File: config.mk
export PLATFORM = sky130hd
export DESIGN_NAME = chart_recorder
export DESIGN_NICKNAME = d
export VERILOG_FILES = /design/src/rtl/chart_recorder.sv
export SDC_FILE = /design/constraint.sdc
export NUM_CORES = 1
export LEC_CHECK = 0
export ABC_AREA = 1
export ABC_CLOCK_PERIOD_IN_PS = 3900
export CAP_MARGIN = 20
export CORE_MARGIN = 2
export CORE_UTILIZATION = 55
export CTS_CLUSTER_DIAMETER = 150
export CTS_CLUSTER_SIZE = 25
export DETAILED_ROUTE_END_ITERATION = 16
export GPL_ROUTABILITY_DRIVEN = 0
export PLACE_DENSITY = 0.87
export SYNTH_ARGS = -nofsm -noshare
export SYNTH_HDL_FRONTEND = slang
export SYNTH_SLANG_ARGS = --single-unit
File: constraint.sdc
create_clock -name clk -period 3.9 [get_ports clk]
set_input_delay 0.585 -clock clk [delete_from_list [all_inputs] [get_ports clk]]
set_output_delay 0.585 -clock clk [all_outputs]
set_load 0.02 [all_outputs]
File: src/rtl/chart_recorder.sv
// chart_recorder: captures lane key presses into one 4-bit chart RAM record per step
module chart_recorder #(
    parameter int STEP_TICKS = 112000000,
    parameter int ADDR_W     = 11
) (
    input  logic              clk,
    input  logic              rst,
    input  logic              start,
    input  logic              stop,
    input  logic              key0,
    input  logic              key1,
    input  logic              key2,
    input  logic              key3,
    output logic              wr_en,
    output logic [ADDR_W-1:0] wr_addr,
    output logic [3:0]        wr_data,
    output logic              recording,
    output logic              done,
    output logic [ADDR_W:0]   length
);
    localparam int CNT_W = (STEP_TICKS > 2) ? $clog2(STEP_TICKS) : 1;
    localparam logic [CNT_W-1:0]  LAST_TICK = CNT_W'(STEP_TICKS - 1);
    localparam logic [ADDR_W-1:0] LAST_ADDR = '1;

    typedef enum logic [1:0] {IDLE, REC, FILL, DONE} state_t;

    state_t            state_q, state_d;
    logic [3:0]        sync1_q, sync1_d, sync2_q, sync2_d, sync3_q, sync3_d;
    logic [CNT_W-1:0]  step_cnt_q, step_cnt_d;
    logic [ADDR_W-1:0] ptr_q, ptr_d;
    logic [3:0]        capture_q, capture_d;
    logic [ADDR_W:0]   length_q, length_d;
    logic              wr_en_q, wr_en_d;
    logic [ADDR_W-1:0] wr_addr_q, wr_addr_d;
    logic [3:0]        wr_data_q, wr_data_d;
    logic              done_q, done_d;
    logic [3:0]        key_edge;
    logic              final_tick, trig, at_last;

    assign key_edge   = sync2_q & ~sync3_q;
    assign final_tick = step_cnt_q == LAST_TICK;
    assign trig       = (state_q == REC) && (stop || final_tick);
    assign at_last    = ptr_q == LAST_ADDR;

    // Synchronizer chain plus one delayed copy for press-edge detection
    always_comb begin
        sync1_d = {key3, key2, key1, key0};
        sync2_d = sync1_q;
        sync3_d = sync2_q;
    end

    // State register
    always_ff @(posedge clk or posedge rst) begin
        if (rst) state_q <= IDLE;
        else     state_q <= state_d;
    end

    // Next-state: a step or flush write to the last address ends the take directly
    always_comb begin
        state_d = state_q;
        if (state_q == IDLE || state_q == DONE)
            state_d = start ? REC : state_q;
        else if (state_q == REC && trig)
            state_d = at_last ? DONE : (stop ? FILL : REC);
        else if (state_q == FILL && at_last)
            state_d = DONE;
    end

    // Datapath: step counting, capture accumulation, record and fill writes
    always_comb begin
        step_cnt_d = step_cnt_q;
        ptr_d      = ptr_q;
        capture_d  = capture_q;
        length_d   = length_q;
        wr_en_d    = 1'b0;
        wr_addr_d  = wr_addr_q;
        wr_data_d  = wr_data_q;
        if ((state_q == IDLE || state_q == DONE) && start) begin
            step_cnt_d = '0;
            ptr_d      = '0;
            capture_d  = '0;
            length_d   = '0;
        end else if (state_q == REC && trig) begin
            wr_en_d    = 1'b1;
            wr_addr_d  = ptr_q;
            wr_data_d  = capture_q | key_edge;
            capture_d  = '0;
            ptr_d      = at_last ? ptr_q : ptr_q + ADDR_W'(1);
            length_d   = length_q + (ADDR_W+1)'(1);
            step_cnt_d = '0;
        end else if (state_q == REC) begin
            capture_d  = capture_q | key_edge;
            step_cnt_d = step_cnt_q + CNT_W'(1);
        end else if (state_q == FILL) begin
            wr_en_d    = 1'b1;
            wr_addr_d  = ptr_q;
            wr_data_d  = 4'b0000;
            ptr_d      = at_last ? ptr_q : ptr_q + ADDR_W'(1);
        end
    end

    // done trails entry to DONE by one cycle so it follows the final write
    always_comb begin
        done_d = (state_q == DONE) && (state_d == DONE);
    end

    // Datapath and output registers
    always_ff @(posedge clk or posedge rst) begin
        if (rst) begin
            sync1_q    <= '0;
            sync2_q    <= '0;
            sync3_q    <= '0;
            step_cnt_q <= '0;
            ptr_q      <= '0;
            capture_q  <= '0;
            length_q   <= '0;
            wr_en_q    <= 1'b0;
            wr_addr_q  <= '0;
            wr_data_q  <= '0;
            done_q     <= 1'b0;
        end else begin
            sync1_q    <= sync1_d;
            sync2_q    <= sync2_d;
            sync3_q    <= sync3_d;
            step_cnt_q <= step_cnt_d;
            ptr_q      <= ptr_d;
            capture_q  <= capture_d;
            length_q   <= length_d;
            wr_en_q    <= wr_en_d;
            wr_addr_q  <= wr_addr_d;
            wr_data_q  <= wr_data_d;
            done_q     <= done_d;
        end
    end

    // Output mapping
    always_comb begin
        wr_en     = wr_en_q;
        wr_addr   = wr_addr_q;
        wr_data   = wr_data_q;
        recording = state_q == REC;
        done      = done_q;
        length    = length_q;
    end
endmodule

==> metrics.txt, run 1 <==
cell-internal power 1722 uW; final setup TNS 0 ns; initial antenna violation count 0; Sinks on Clock Net 85; critical path's slowest cell clkdlybuf4s50_1; Synthesis Warnings 0; synthesized net count 520; final setup fails 0; mean area per synthesized cell 8.588 um2; # diodes 0; Synth Flop Type dfrtp_1; crit end category output port; top layer in use met4; Worst Setup Path Type reg -> out; routed len/inst 14.03 um; Overall Global Routing Usage 0.2293; pre-CTS setup slack between 1 and 1.5 ns; Initial Utilization 0.5653; met1 WL 4.084 mm; clk root buf clkbuf_8; Reg clk slew, reported paths 0.09 ns; status complete, no violations; HP Class reg -> reg; 1st-iter DRT viols 288; vias in the first global route 3390; Die Span Y 92.89 um; CTS Buf Count 9; num rows 32; RSZ-0062 raised after global routing false; IO Count 38; Die Footprint 0.008628 mm2; Fin Clk Skew about 0.016 ns; layout cells sized above 1 0.1180; GR Overflow Total 0; crit path cell chain inv_1 -> ha_1 -> clkdlybuf4s50_1; CTS tree built; Hold Violations, Final 0; maximum vdd drop roughly 0.44 mV; top-count cell post-synth nand2_1; vias post-DR approximately 3500; Max Clk Rate about 0.39 GHz; Sequential Power Share 0.399; CP bufs+invs 2; worst-margin pin slew 0.5022 ns; 1st-pass router iterations 5; CP arrival 1.95 ns; Max transition margin 0.6626; distinct cell type count after synthesis 36; static leakage around 0.0022 uW; largest area contributor in the netlist dfrtp_1; P per Cell Area about 600 mW/mm2; routed length on met2 4.529 mm; Max clock buf depth 2; Final WS setup approximately 1.4 ns; switching pwr about 1200 uW; Core Region 0.007687 mm2; Crit path required time about 3.3 ns; Die X between 90 and 100 um; post-CTS setup buffers 0; worst-path maximum fanout 8; Synth area leaders dfrtp_1, nand2_1, xor2_1, nor2_1, inv_1; cell area after placement roughly 0.0048 mm2; top cells by count, synth nand2_1, dfrtp_1, nor2_1; fraction of registers with async set/reset 1.000; utilization after layout 0.6519; synthesized area around 0.0043 mm2; Max-cap violations 0; global-route wire length before repair about 16 mm; DRC 0; Final Max Slew Viols 0; met3 routed WL just under 400 um; placed wire-length estimate 6.304 mm; Switching Fraction 0.4157; CP peak stage delay slightly below 0.7 ns; Logic pwr share 0.389; Hold Buf Count CTS 0; later-pin clock latency in the skew report roughly 0.36 ns; vias per cell between 5 and 6; H-tree levels 3; fin crit share 0.6507; CTS resizes 0; clock power share 0.212; final antenna-violating net count 0; final instance area 0.005011 mm2; Layout Cells excl Fill around 650; Worst Setup Start Kind flip-flop; Final #Nets 560; placed cells ~640; post-synth top area share 0.4895; flops & latches, synth 85; Post-Route WL 9.160 mm; area added between synthesis and finish 15.32%; # port buffers 37; Final min period between 2 and 3 ns; sequential share of the synthesized area 0.4895; Post-synth EDFFs 0; critical path's top delay family buffers and inverters; pin count of the biggest net entering global routing between 50 and 60; Post-Synthesis Cells 506
per-layer routing:
layer / global-route usage / vias to the layer above
li1: - / 1717
met1: 0.3059 / 1689
met2: 0.3762 / 112
met3: 0.04150 / 13
met4: 0.08456 / 0
met5: 0 / -
layout by cell type, fill, tap and decap left out, types with 4 or more instances in the layout:
master / Yosys / layout
nand2_1: 129 / 129
dfrtp_1: 85 / 85
nor2_1: 51 / 51
inv_1: 45 / 44
clkdlybuf4s50_1: 0 / 37
xor2_1: 30 / 30
nand3_1: 29 / 29
nand2_2: 15 / 15
o21ai_0: 14 / 14
nor3_1: 14 / 14
o22ai_1: 9 / 9
a21oi_1: 9 / 9
o31ai_2: 9 / 9
clkbuf_8: 0 / 9
nand4_1: 7 / 7
o21ai_1: 7 / 7
ha_1: 6 / 6
nor2_2: 5 / 5
clkinv_2: 1 / 4
o31ai_1: 4 / 4
buf_4: 1 / 4
cells by family (layout without fill, tap and decap cells):
group	Yosys count	after routing	share of synthesized area
simple gates	263	263	0.2773
fa+ha+maj	6	6	0.01728
xor+xnor	31	31	0.06248
compound gates	57	57	0.08840
buf+inv	64	109	0.06507
flops	85	85	0.4895
power by group through the flow:
stage | logic [uW] | registers, uW | clock network, uW
finish | 1140 | 1180 | 625
global route | 1260 | 1200 | 683
CTS | 1140 | 1170 | 635
detailed placement | 1130 | 1190 | 0
global placement | 1090 | 1180 | 0
floorplan | 746 | 1260 | 0
final timing paths:
path	cells after the start	slack, ns	endpoint	startpoint
worst max-delay path	3	1.36	recording	state_q[1]
worst min-delay path	0	0.35	sync2_q[0]	sync1_q[0]
worst max register to register	10	1.40	step_cnt_q[19]	state_q[0]
worst min register to register	0	0.35	sync2_q[0]	sync1_q[0]
max in group asynchronous	4	2.72	step_cnt_q[1]	rst
min in group asynchronous	2	0.43	step_cnt_q[21]	rst
worst register-to-register path, stage by stage (launching register included):
cell and delay (ns):
dfrtp_1 0.43, inv_1 0.07, ha_1 0.33, nand2_2 0.23, inv_1 0.10, nor2_1 0.09
buf_4 0.19, clkinv_1 0.43, nand3_1 0.29, xor2_1 0.18, nor2_1 0.06
area by class of cell:
| cell class | count | area, um2 |
|---|---|---|
| fill | 614 | 2676 |
| clock buffer | 9 | 123.9 |
| inverter | 51 | 193.9 |
| tap | 102 | 127.6 |
| sequential | 85 | 2127 |
| multi-input combinational | 357 | 1936 |
| timing repair buffer | 42 | 427.9 |
| clock inverter | 7 | 75.07 |
registers in the layout, summed over array words and instances (netlist names):
name,count
wr_data,4
capture_q,4
wr_en,1
sync3_q,4
done,1
ptr_q,11
state_q,2
step_cnt_q,27
length,12
wr_addr,11
sync2_q,4
sync1_q,4
per-stage QoR:
stage	power (uW)	hold slack, ns
after floorplan	2001	0.3312
after global placement	2270	0.3335
after detailed placement	2318	0.3347
after CTS	2951	0.3511
after global routing	3139	0.3613
final	2947	0.3477
Power figures use the tool's default switching activity.
==> run 2: changes to the inputs <==
--- a/config.mk
+++ b/config.mk
@@ -6,15 +6,15 @@
 export NUM_CORES = 1
 export LEC_CHECK = 0
 export ABC_AREA = 1
-export ABC_CLOCK_PERIOD_IN_PS = 3900
+export ABC_CLOCK_PERIOD_IN_PS = 2200
 export CAP_MARGIN = 20
 export CORE_MARGIN = 2
-export CORE_UTILIZATION = 55
+export CORE_UTILIZATION = 52
 export CTS_CLUSTER_DIAMETER = 150
 export CTS_CLUSTER_SIZE = 25
 export DETAILED_ROUTE_END_ITERATION = 16
 export GPL_ROUTABILITY_DRIVEN = 0
-export PLACE_DENSITY = 0.87
+export PLACE_DENSITY = 0.86
 export SYNTH_ARGS = -nofsm -noshare
 export SYNTH_HDL_FRONTEND = slang
 export SYNTH_SLANG_ARGS = --single-unit
==> constraint.sdc (replaced) <==
create_clock -name clk -period 2.2 [get_ports clk]
set_input_delay 0.33 -clock clk [delete_from_list [all_inputs] [get_ports clk]]
set_output_delay 0.33 -clock clk [all_outputs]
set_load 0.02 [all_outputs]
==> run 2 against run 1 <==
Worst setup slack worse by 1.2 ns. Combinational power up 96%. Worst hold slack better by 0.0047 ns. Sequential share of layout area down 0.79 points. Core utilization down 2.7 points. Largest cell class unchanged.
==> metrics.txt, run 2 (same netlist as run 1, synthesis figures left out) <==
status complete, no violations; area added between synthesis and finish 17.51%; global-route wire length before repair 15.59 mm (-1.2%); Most flops, register step_cnt_q; crit path cell chain ha_1 -> nand2_1 -> inv_1 -> nand2_1 -> nor2_2 -> nand2_1 -> clkinv_1 -> nand2_1 -> nand2_2 -> inv_2 -> nand2_4 -> nand2_1 -> nand2_1; Final Max Slew Viols 0 (unchanged); vias in the first global route 3531 (+4.2%); CTS Buf Count 9 (unchanged); Overall Global Routing Usage 0.2181 (-0.01121); HP Start sync1_q[3]; Final #Nets 567 (+1.3%); critical path's slowest cell dfrtp_1; Worst Setup Start Kind flip-flop; Hold Buf Count CTS 0 (unchanged); Max-cap violations 0 (unchanged); Layout Cells excl Fill 663 (+1.5%); Hold Violations, Final 0 (unchanged); Final min period a little over 2 ns; layout cells sized above 1 0.1290 (+0.01106); cell area after placement 0.004876 mm2 (+1.9%); worst-margin pin slew 0.4867 ns (-0.01550 ns); initial antenna violation count 0 (unchanged); placed cells 647 (+1.7%); Crit Reg-Reg Startpoint ptr_q[0]; Fin Clk Skew 0.007175 ns (-0.008881 ns); fin crit share 0.9224; Worst Setup Path Type reg -> reg; static leakage 0.002254 uW (+2.2%); Filler cells 654 (+6.5%); num rows 33 (+3.1%); final antenna-violating net count 0 (unchanged); most used cell, CP nand2_1; vias post-DR 3532 (+0.028%); pin count of the biggest net entering global routing 86 (+46%); Die Span Y 95.42 um (+2.7%); Die X 95.42 um (+2.7%); DRC 0 (unchanged); HP Class reg -> reg; CP peak stage delay 0.44 ns (-0.25 ns); final setup fails 0 (unchanged); Max transition margin 0.6730 (+0.01041); CTS tree built; Die Footprint 0.009104 mm2 (+5.5%); max FFs per register 27 (unchanged); hold endpoint sync2_q[3]; P per Cell Area 1085 mW/mm2 (+84%); Initial Utilization 0.5315 (-0.03374); Core Region 0.008175 mm2 (+6.3%); R2R Setup Slk 0.17 ns (-1.23 ns); placed wire-length estimate 6.429 mm (+2.0%); most frequent cells in the layout nand2_1, dfrtp_1, nor2_1; 1st-pass router iterations 4 (-1); Sinks on Clock Net 85 (unchanged); clk root buf clkbuf_8; routed len/inst 14.01 um (-0.14%); # port buffers 37 (unchanged); GR Overflow Total 0 (unchanged); crit end category flip-flop; RR Endpoint ptr_q[2]; # diodes 0 (unchanged); H-tree levels 3 (unchanged); Reg clk slew, reported paths 0.09 ns (about the same); 1st-iter DRT viols 204 (-29%); vias per cell 5.327 (-1.5%); worst-path maximum fanout 12 (+4); Post-Route WL 9.287 mm (+1.4%); later-pin clock latency in the skew report 0.36 ns (about the same); Worst Reg-to-Reg Cells 13 (+3); Max clock buf depth 2 (unchanged); final instance area 0.005106 mm2 (+1.9%); IO Count 38 (unchanged); commonest non-fill, non-tap cell in the layout nand2_1; Hold Path Stages 0 (unchanged); Max Clk Rate a little under 0.5 GHz; maximum vdd drop 0.6835 mV (+54%); CP arrival 2.28 ns (+0.33 ns); Crit path required time 2.45 ns (-0.86 ns)
[run 2: changes by cell type in the layout (fill, tap and decap cells not counted), moves of 2 or more]
| cell | delta |
|---|---|
| buf_4 | +6 |
| clkinv_2 | -2 |
| clkinvlp_4 | +2 |
| buf_12 | +2 |
[run 2: final cells by class]
type	instances	area, um2	share of cell area
inverters	51	196.4	0.03847
flip-flops and latches	85	2127	0.4166
well taps	105	131.4	0.02573
repair buffers	49	488.0	0.09556
multi-input cells	357	1941	0.3801
clock buffers	9	123.9	0.02426
clock inverters	7	98.84	0.01936
[run 2: layer usage]
layer	share of wire	global-route usage	vias to the layer above
met5	0	0	-
met4	0.015	0.07738	0
met3	0.035	0.04506	15
met2	0.50	0.3732	68
met1	0.45	0.2747	1725
li1	-	-	1724
[run 2: through the flow]
| step | hold WS, ns | power, uW | util | setup TNS (ns) | worst slack, ns |
|---|---|---|---|---|---|
| global route | 0.3735 | 5870 | 0.6246 | -0.003273 | -0.003273 |
| finish | 0.3524 | 5538 | 0.6246 | 0 | 0.1708 |
| global placement | 0.3400 | 4202 | 0.5964 | 0 | 0.2868 |
| floorplan | 0.3312 | 3548 | - | 0 | 0.3557 |
| CTS | 0.3559 | 5538 | 0.6237 | 0 | 0.06662 |
| detailed placement | 0.3356 | 4304 | 0.5964 | 0 | 0.1590 |
[run 2: power by group]
group	total, uW	leakage (uW)	switching (uW)	internal (uW)
combinational	2230	0.00101	1410	827
sequential	2080	0.00114	242	1840
clock	1220	0.000110	580	645
[run 2: how the worst max path moves through the flow]
stage / from / end / slack (ns) / depth (start not counted)
after global routing: ptr_q[0] / ptr_q[2] / -0.003 / 13
after CTS: state_q[1] / recording / 0.07 / 3
after global placement: start / ptr_q[7] / 0.29 / 9
after floorplan: state_q[0] / step_cnt_q[10] / 0.36 / 8
final: ptr_q[0] / ptr_q[2] / 0.17 / 13
after detailed placement: step_cnt_q[0] / ptr_q[2] / 0.16 / 12
[run 2: what timing repair did]
item / CTS / global route
endpoints found under the setup margin: 0 / 9
buffers inserted: 0 / 0
resized for setup: 0 / 2
[run 2: worst max-delay path: cells and delay by family, from the launching register on]
family | cells | cell delay, ns
adder cells (fa/ha/maj) | 1 | 0.24
buffers and inverters | 3 | 0.36
AND/OR/NAND/NOR | 9 | 0.88
flip-flops | 1 | 0.44
